==> src/rtl/a_config_cmd_tx.sv <==
// Configuration command transmitter: snapshots a configuration set on start,
// streams it as 39 command words into a FIFO, then waits for an acknowledge
// word from the response FIFO with a bounded timeout.
module a_config_cmd_tx #(
  parameter int unsigned ACK_TIMEOUT = 65535
) (
  input  logic         clk_a_domain,
  input  logic         reset_n,
  input  logic         start,
  input  logic [1:0]   cfg_asic_mode,
  input  logic [15:0]  cfg_training_epochs,
  input  logic [15:0]  cfg_inference_epochs,
  input  logic [1:0]   cfg_dataset,
  input  logic [15:0]  cfg_timesteps,
  input  logic [15:0]  cfg_input_size_layer1,
  input  logic         cfg_long_time_streaming,
  input  logic         cfg_binary_classifier,
  input  logic         cfg_loser_encourage,
  input  logic [254:0] cfg_layer1_cut_list,
  input  logic [239:0] cfg_layer2_cut_list,
  output logic         cmd_wr_en,
  output logic [31:0]  cmd_din,
  input  logic         cmd_full,
  output logic         rsp_rd_en,
  input  logic [31:0]  rsp_dout,
  input  logic         rsp_valid,
  output logic         busy,
  output logic         done,
  output logic         ack_timeout_err,
  output logic         bad_rsp
);

  localparam logic [31:0] LastWait = 32'(ACK_TIMEOUT - 1);
  localparam logic [5:0]  LastIdx  = 6'd38;

  typedef enum logic [1:0] {StIdle, StSend, StWaitAck} state_e;

  state_e       state_q, state_d;
  logic [5:0]   idx_q, idx_d;
  logic [31:0]  wait_cnt_q, wait_cnt_d;
  logic         done_q, done_d;
  logic         timeout_err_q, timeout_err_d;
  logic         bad_rsp_q, bad_rsp_d;
  logic         accept;
  logic         is_ack;

  logic [1:0]   asic_mode_q;
  logic [15:0]  training_epochs_q;
  logic [15:0]  inference_epochs_q;
  logic [1:0]   dataset_q;
  logic [15:0]  timesteps_q;
  logic [15:0]  input_size_layer1_q;
  logic         long_time_streaming_q;
  logic         binary_classifier_q;
  logic         loser_encourage_q;
  logic [254:0] layer1_cut_q;
  logic [239:0] layer2_cut_q;

  logic [16:0]  payload;
  logic [7:0]   l1_base;
  logic [7:0]   l2_base;

  // FIFO strobes are gated by reset so an abort never writes or pops a word.
  assign cmd_wr_en = reset_n && (state_q == StSend) && !cmd_full;
  assign rsp_rd_en = reset_n && (state_q == StWaitAck) && rsp_valid;
  assign is_ack    = rsp_rd_en && (rsp_dout[14:0] == 15'd2);
  assign busy      = (state_q != StIdle);
  assign done      = done_q;
  assign ack_timeout_err = timeout_err_q;
  assign bad_rsp   = bad_rsp_q;

  // Payload selection for the word at the current index.
  always_comb begin
    payload = '0;
    l1_base = 8'(idx_q - 6'd9) * 8'd17;
    l2_base = 8'(idx_q - 6'd24) * 8'd16;
    if (idx_q >= 6'd24) begin
      payload = {1'b0, layer2_cut_q[l2_base +: 16]};
    end else if (idx_q >= 6'd9) begin
      payload = layer1_cut_q[l1_base +: 17];
    end else begin
      case (idx_q)
        6'd0:    payload = {15'd0, asic_mode_q};
        6'd1:    payload = {1'b0, training_epochs_q};
        6'd2:    payload = {1'b0, inference_epochs_q};
        6'd3:    payload = {15'd0, dataset_q};
        6'd4:    payload = {1'b0, timesteps_q};
        6'd5:    payload = {1'b0, input_size_layer1_q};
        6'd6:    payload = {16'd0, long_time_streaming_q};
        6'd7:    payload = {16'd0, binary_classifier_q};
        6'd8:    payload = {16'd0, loser_encourage_q};
        default: payload = '0;
      endcase
    end
    cmd_din = (state_q == StSend) ? {payload, 15'd1} : 32'd0;
  end

  // Next-state logic for the FSM, word index, wait counter and status flags.
  always_comb begin
    state_d       = state_q;
    idx_d         = idx_q;
    wait_cnt_d    = wait_cnt_q;
    done_d        = 1'b0;
    timeout_err_d = timeout_err_q;
    bad_rsp_d     = bad_rsp_q;
    accept        = 1'b0;
    unique case (state_q)
      StIdle: begin
        if (start) begin
          accept        = 1'b1;
          idx_d         = '0;
          timeout_err_d = 1'b0;
          bad_rsp_d     = 1'b0;
          state_d       = StSend;
        end
      end
      StSend: begin
        if (cmd_wr_en) begin
          if (idx_q == LastIdx) begin
            idx_d      = '0;
            wait_cnt_d = '0;
            state_d    = StWaitAck;
          end else begin
            idx_d = idx_q + 6'd1;
          end
        end
      end
      StWaitAck: begin
        // An acknowledge wins over a timeout landing in the same cycle.
        if (is_ack) begin
          done_d  = 1'b1;
          state_d = StIdle;
        end else begin
          if (rsp_rd_en) bad_rsp_d = 1'b1;
          if (wait_cnt_q == LastWait) begin
            timeout_err_d = 1'b1;
            state_d       = StIdle;
          end else begin
            wait_cnt_d = wait_cnt_q + 32'd1;
          end
        end
      end
      default: state_d = StIdle;
    endcase
  end

  // Control state registers with synchronous active-low reset.
  always_ff @(posedge clk_a_domain) begin
    if (!reset_n) begin
      state_q       <= StIdle;
      idx_q         <= '0;
      wait_cnt_q    <= '0;
      done_q        <= 1'b0;
      timeout_err_q <= 1'b0;
      bad_rsp_q     <= 1'b0;
    end else begin
      state_q       <= state_d;
      idx_q         <= idx_d;
      wait_cnt_q    <= wait_cnt_d;
      done_q        <= done_d;
      timeout_err_q <= timeout_err_d;
      bad_rsp_q     <= bad_rsp_d;
    end
  end

  // Configuration snapshot, captured only when a start is accepted.
  always_ff @(posedge clk_a_domain) begin
    if (!reset_n) begin
      asic_mode_q           <= '0;
      training_epochs_q     <= '0;
      inference_epochs_q    <= '0;
      dataset_q             <= '0;
      timesteps_q           <= '0;
      input_size_layer1_q   <= '0;
      long_time_streaming_q <= 1'b0;
      binary_classifier_q   <= 1'b0;
      loser_encourage_q     <= 1'b0;
      layer1_cut_q          <= '0;
      layer2_cut_q          <= '0;
    end else if (accept) begin
      asic_mode_q           <= cfg_asic_mode;
      training_epochs_q     <= cfg_training_epochs;
      inference_epochs_q    <= cfg_inference_epochs;
      dataset_q             <= cfg_dataset;
      timesteps_q           <= cfg_timesteps;
      input_size_layer1_q   <= cfg_input_size_layer1;
      long_time_streaming_q <= cfg_long_time_streaming;
      binary_classifier_q   <= cfg_binary_classifier;
      loser_encourage_q     <= cfg_loser_encourage;
      layer1_cut_q          <= cfg_layer1_cut_list;
      layer2_cut_q          <= cfg_layer2_cut_list;
    end
  end

endmodule

==> config.mk <==
export PLATFORM = sky130hd
export DESIGN_NAME = a_config_cmd_tx
export DESIGN_NICKNAME = d
export VERILOG_FILES = /design/src/rtl/a_config_cmd_tx.sv
export SDC_FILE = /design/constraint.sdc
export NUM_CORES = 2
export LEC_CHECK = 0
export CORE_ASPECT_RATIO = 1.2
export CORE_UTILIZATION = 49
export DETAILED_ROUTE_END_ITERATION = 6
export PLACE_DENSITY = 0.74
export SETUP_SLACK_MARGIN = 0.05
export SLEW_MARGIN = 20
export SYNTH_ARGS = -nofsm -noshare
export SYNTH_HDL_FRONTEND = slang
export SYNTH_SLANG_ARGS = --single-unit
==> constraint.sdc <==
create_clock -name clk_a_domain -period 12 [get_ports clk_a_domain]
set_clock_uncertainty 0.2 [all_clocks]
set_input_delay 2.4 -clock clk_a_domain [delete_from_list [all_inputs] [get_ports clk_a_domain]]
set_output_delay 2.4 -clock clk_a_domain [all_outputs]
set_load 0.005 [all_outputs]
* Yosys cells after proc, flatten, opt, wreduce, memory -nomap -nowiden
Cells that the tools add are included.
** Word-level totals
- Register bits after elaboration :: 609
- Input port bits :: 603
- Output and inout port bits :: 38
- Logic and storage cells :: 94
** Cells by class
- Add/subtract/negate cells :: 4
- Multipliers :: 1
- Order comparisons :: 2
- Equality and inequality tests :: 21
- Shift-type cells :: 2
- Mux-type cells :: 29
- Reductions and logical operators :: 18
** Operators by type and width (number)
- $shiftx 255x9->17 :: 1
- $shiftx 240x9->16 :: 1
- $mux 32 :: 5
- $pmux 16 s9 :: 1
- $pmux 32 s2 :: 1
- $mux 17 :: 2
- $add 32x1->32 const B :: 1
- $eq 32x16->1 const B :: 1
- $eq 6x3->1 const B :: 4
- $mux 6 :: 3
- $eq 15x2->1 const B :: 1
- $eq 6x2->1 const B :: 2
- $pmux 6 s2 :: 1
- $reduce_and 4->1 :: 3
- $mux 2 :: 5
- $ne 2x2->1 const B :: 5
- $mul 8x5->8 const B :: 1
- $mux 1 :: 8
- $reduce_bool 2->1 :: 4
- $sub 6x4->7 const B :: 1
- $add 6x1->6 const B :: 1
- $eq 6x1->1 const B :: 1
- $eq 6x4->1 const B :: 1
- $eq 6x6->1 const B :: 1
- 16 further kinds :: 22

* Depth between registers and ports, before layout
- Depth in word-level cells :: 6
- Mapped depth :: 25
- Depth with buffers taken out :: 15

* Least setup slack after synthesis
No wires, ideal clock.
- Path kind :: reg-to-output
- Start point :: reg idx_q[0]
- End point :: out cmd_din[16]
- Arrival time :: 4964 ps
- Required time :: 9400 ps
- Slack :: 4436 ps
- Cell stages (with the launch flop) :: 25
- Buffers on the path :: 12
- Path through :: dfxtp_1 > buf_6 > buf_6 > inv_4 > buf_4 > buf_2 > buf_2 > buf_2 > ha_1 > xnor2_4 > inv_4 > buf_4 > buf_2 > buf_2 > buf_2 > ha_1 > inv_1 > fa_1 > xnor2_1 > xnor3_1 > buf_2 > clkbuf_1 > o2111ai_1 > a211oi_1 > o22ai_1
** Between the ends
- Cells in the longest elaborated chain, start to end :: 6
- Elaborated cells on any way between the ends :: 20
- Classes of those cells :: 2 x add/sub; 1 x mul; 2 x order compare; 8 x eq/ne; 2 x shift; 4 x mux; 1 x reduce/logical
** Ends and longest elaborated chain
- from (decl) :: line 39 : logic [5:0] idx_q, idx_d;
- from (signal assigned) :: line 158 : idx_q <= idx_d;
- $sub 6x4->7 :: line 75 : l1_base = 8'(idx_q - 6'd9) * 8'd17;
- $mul 8x5->8 :: line 75
- $shiftx 255x9->17 :: line 80 : payload = layer1_cut_q[l1_base +: 17];
- $mux 17 :: line 79 : end else if (idx_q >= 6'd9) begin
- $mux 17 (*) :: line 77 : if (idx_q >= 6'd24) begin
- $mux 32 (*) :: line 95 : cmd_din = (state_q == StSend) ? {payload, 15'd1} : 32'd0;
- to (decl) :: line 22 : output logic [31:0] cmd_din,
Mark *: on every way between the ends. The rest lies on a longest branch, timed or not.

* Worst setup path in the final report
- Start point :: reg idx_q[1]
- End point :: out cmd_din[20]
The elaborated chain is that of the path after synthesis.

==> flow_summary.json <==
{
  "outcome": "complete, no violations",
  "gp_congestion": 1.012,
  "routed_wl_mm": 147.5,
  "synth_top_area_cell": "dfxtp_1",
  "post_drt_wl_per_cell_um": 24.43,
  "cpMaxStageDelayCell": "a2111oi_0",
  "cp_max_fo": 73,
  "ctsHtreeMaxLevel": 2,
  "gr-total-overflow": 0,
  "syn_inst": 4550,
  "drtPass1Iterations": 6,
  "cts_tree": "done",
  "coreArea_sq_um": 83460,
  "rsz0062_at_grt": "false",
  "async_flop_share": 0,
  "holdBufCountCts": 0,
  "final_nets": 5476,
  "post_cts_buffers": 0,
  "worst_slew_pin_slew_ns": 1.295,
  "cts_sinks": 609,
  "power_density_nw_per_um2": 113.4,
  "power_mw": 5.589,
  "ys_types": 96,
  "fillers": 7414,
  "drt_iter0_markers": 3936,
  "synth_area_per_cell_sq_um": 9.089,
  "syn-cell-area_sq_um": 41350,
  "dieArea_sq_um": 85570,
  "ys_seq_elements": 609,
  "min_path_type": "flip-flop to flip-flop",
  "synth-edff-count": 0,
  "synth_area_leaders": "dfxtp_1 29%, mux4_2 18%, nand2_1 12%, a21boi_0 10%, mux2i_1 7.4%",
  "vias": 36900,
  "grt_use_total": 0.3359,
  "core.rowCount": 116,
  "rr_worst_depth": 8,
  "r2r-end": "wait_cnt_q[19]$_SDFFE_PN0P_",
  "numCtsBuffers": 61,
  "root_buffer": "clkbuf_16",
  "critPathMostFrequentCell": "buf_4",
  "p_leak_nw": 17.28,
  "worstSetupStartpoint": "idx_q[1]$_SDFFE_PN0P_",
  "io_buffer_count": 609,
  "antenna_found_initial": 28,
  "grt_pass1_vias": 35580,
  "grt_max_degree": 228,
  "initial_core_util": 0.4955,
  "yosysMostFrequentCell": "nand2_1",
  "yosysSeqAreaShare": 0.2948,
  "period_minus_slack_ns": 9.952,
  "post_cts_resized": 0,
  "endpoint": "cmd_din[20]",
  "startpoint_type": "flip-flop",
  "finalCritPeriodShare": 0.8294,
  "critPathKind": "flip-flop to output pin",
  "setup_viol": 0,
  "cts.clk_slew.worst_paths_ns": 0.06,
  "ys_warn_count": 0,
  "yosys_most_used_dff": "dfxtp_1",
  "yosysTopAreaCellShare": 0.2948,
  "cts_buffer_depth": 3,
  "max-cap-violations": 0,
  "die_w_um": 267.2,
  "hpwl_mm": 108.7,
  "io_pins": 641,
  "hold_viol_final": 0,
  "end_kind": "output pin",
  "via_per_inst": 6.113,
  "ir_worst_vdd_v": 0.0001211,
  "drive_gt1_frac": 0.1369,
  "cp_cell_sequence": "inv_1, ha_4, buf_4, buf_4, mux2_2, mux2i_1, mux4_2, a22oi_1, o21bai_1, a2111oi_0, a31o_1, clkdlybuf4s50_1",
  "postRouteAntennaNets": 0,
  "synth_common_cells": "1337 x nand2_1, 609 x dfxtp_1, 569 x a21boi_0",
  "drv_slew": 0,
  "crit_arrival_ns": 7.35,
  "drc": 0,
  "syn_to_final_growth_pct": 19.16,
  "reg2reg_slack_ns": 8.53,
  "r2r-start": "idx_q[1]$_SDFFE_PN0P_",
  "worstPathRequired_ns": 9.40,
  "grt_pass1_wl_mm": 219.0,
  "fmax_mhz": 100.5,
  "clk_latency_ns": 0.66,
  "max_slew_margin": 0.1273,
  "dieHeight_um": 320.2,
  "tns_ns": 0,
  "cpPeakStageDelay_ns": 1.00
}
## through the flow
step / setup slack [ns] / utilization / instance area [sq um] / hold slack, ns / std cells
after CTS: 2.146 / 0.5902 / 49260 / 0.2637 / 6028
after floorplan: 4.436 / - / 41400 / 0.2400 / 4563
after global routing: 1.909 / 0.5904 / 49270 / 0.2824 / 6034
final: 2.048 / 0.5905 / 49280 / 0.2604 / 6036
after detailed placement: 2.835 / 0.5649 / 47140 / 0.2552 / 5919
after global placement: 2.950 / 0.5649 / 47140 / 0.2497 / 5919
## area by class of cell
cell class	count	area [sq um]	area share
clock inverter	21	296.5	0.006018
timing repair buffer	667	6624	0.1344
tap	1121	1403	0.02846
antenna	8	20.02	0.0004063
clock buffer	88	1818	0.03689
inverter	32	130.1	0.002641
sequential	609	12200	0.2476
multi-input combinational	3490	26790	0.5436
## worst max-delay path: cells and delay by family (launching register included)
family                     cells  cell delay [ns]
AOI/OAI and AO/OA              4             1.68
adders and majority gates      1             0.54
buffers and inverters          4             2.41
DFF                            1             0.86
muxes                          3             1.05
## cells by family after synthesis
kind of cell,Yosys count,synth area share
AOI/OAI and AO/OA,958,0.1701
xor gates and xnor gates,40,0.009591
adders and majority gates,12,0.003812
buffers and inverters,464,0.05966
DFF,609,0.2948
muxes,795,0.2987
other,1,0.00009068
and+or+nand+nor,1671,0.1632
## flip-flops by register name, indices dropped and copies added, names as in the netlist
register,cells
inference_epochs_q,16
layer1_cut_q,255
loser_encourage_q,1
input_size_layer1_q,16
timesteps_q,16
wait_cnt_q,32
done,1
ack_timeout_err,1
binary_classifier_q,1
layer2_cut_q,240
long_time_streaming_q,1
dataset_q,2
bad_rsp,1
state_q,2
training_epochs_q,16
asic_mode_q,2
idx_q,6
## how the worst min path moves through the flow
stage / depth (start not counted) / start / slack (ns) / end
2_1_floorplan: 2 / input_size_layer1_q[12]$_SDFFE_PN0P_ / 0.24 / input_size_layer1_q[12]$_SDFFE_PN0P_
3_3_place_gp: 2 / layer2_cut_q[9]$_SDFFE_PN0P_ / 0.25 / layer2_cut_q[9]$_SDFFE_PN0P_
3_5_place_dp: 2 / layer2_cut_q[33]$_SDFFE_PN0P_ / 0.26 / layer2_cut_q[33]$_SDFFE_PN0P_
4_1_cts: 2 / layer2_cut_q[33]$_SDFFE_PN0P_ / 0.26 / layer2_cut_q[33]$_SDFFE_PN0P_
5_1_grt: 2 / layer2_cut_q[33]$_SDFFE_PN0P_ / 0.28 / layer2_cut_q[33]$_SDFFE_PN0P_
6_report: 2 / layer2_cut_q[33]$_SDFFE_PN0P_ / 0.26 / layer2_cut_q[33]$_SDFFE_PN0P_
## metal layers
metal  vias to the layer above  global-route usage  wire length [um]
li1                      16980                   -                 -
met1                     18000              0.3903             54320
met2                      1527              0.5827             73480
met3                       355             0.07424             12120
met4                        38              0.1585              7318
met5                         -                   0               230
## power by group
part / total (mW) / internal, mW / switching (mW)
Combinational: 1.33 / 0.619 / 0.709
Sequential: 2.24 / 2.14 / 0.105
Clock: 2.02 / 1.18 / 0.841
## layout by cell type, fill, tap and decap left out, types with 25 or more instances in the layout
cell and count:
a211oi_1 29, a21boi_0 569, a21oi_1 45, buf_4 51, clkbuf_16 61, clkdlybuf4s50_1 608
dfxtp_1 606, inv_1 29, mux2_2 147, mux2i_1 307, mux4_2 333, nand2_1 1336
nand3_1 62, nand4_1 26, nor2_1 122, nor3_1 25, o211ai_1 27, o21ai_0 73
o22ai_1 29, xor2_1 32
No activity file was read; power rests on OpenSTA's default activity.
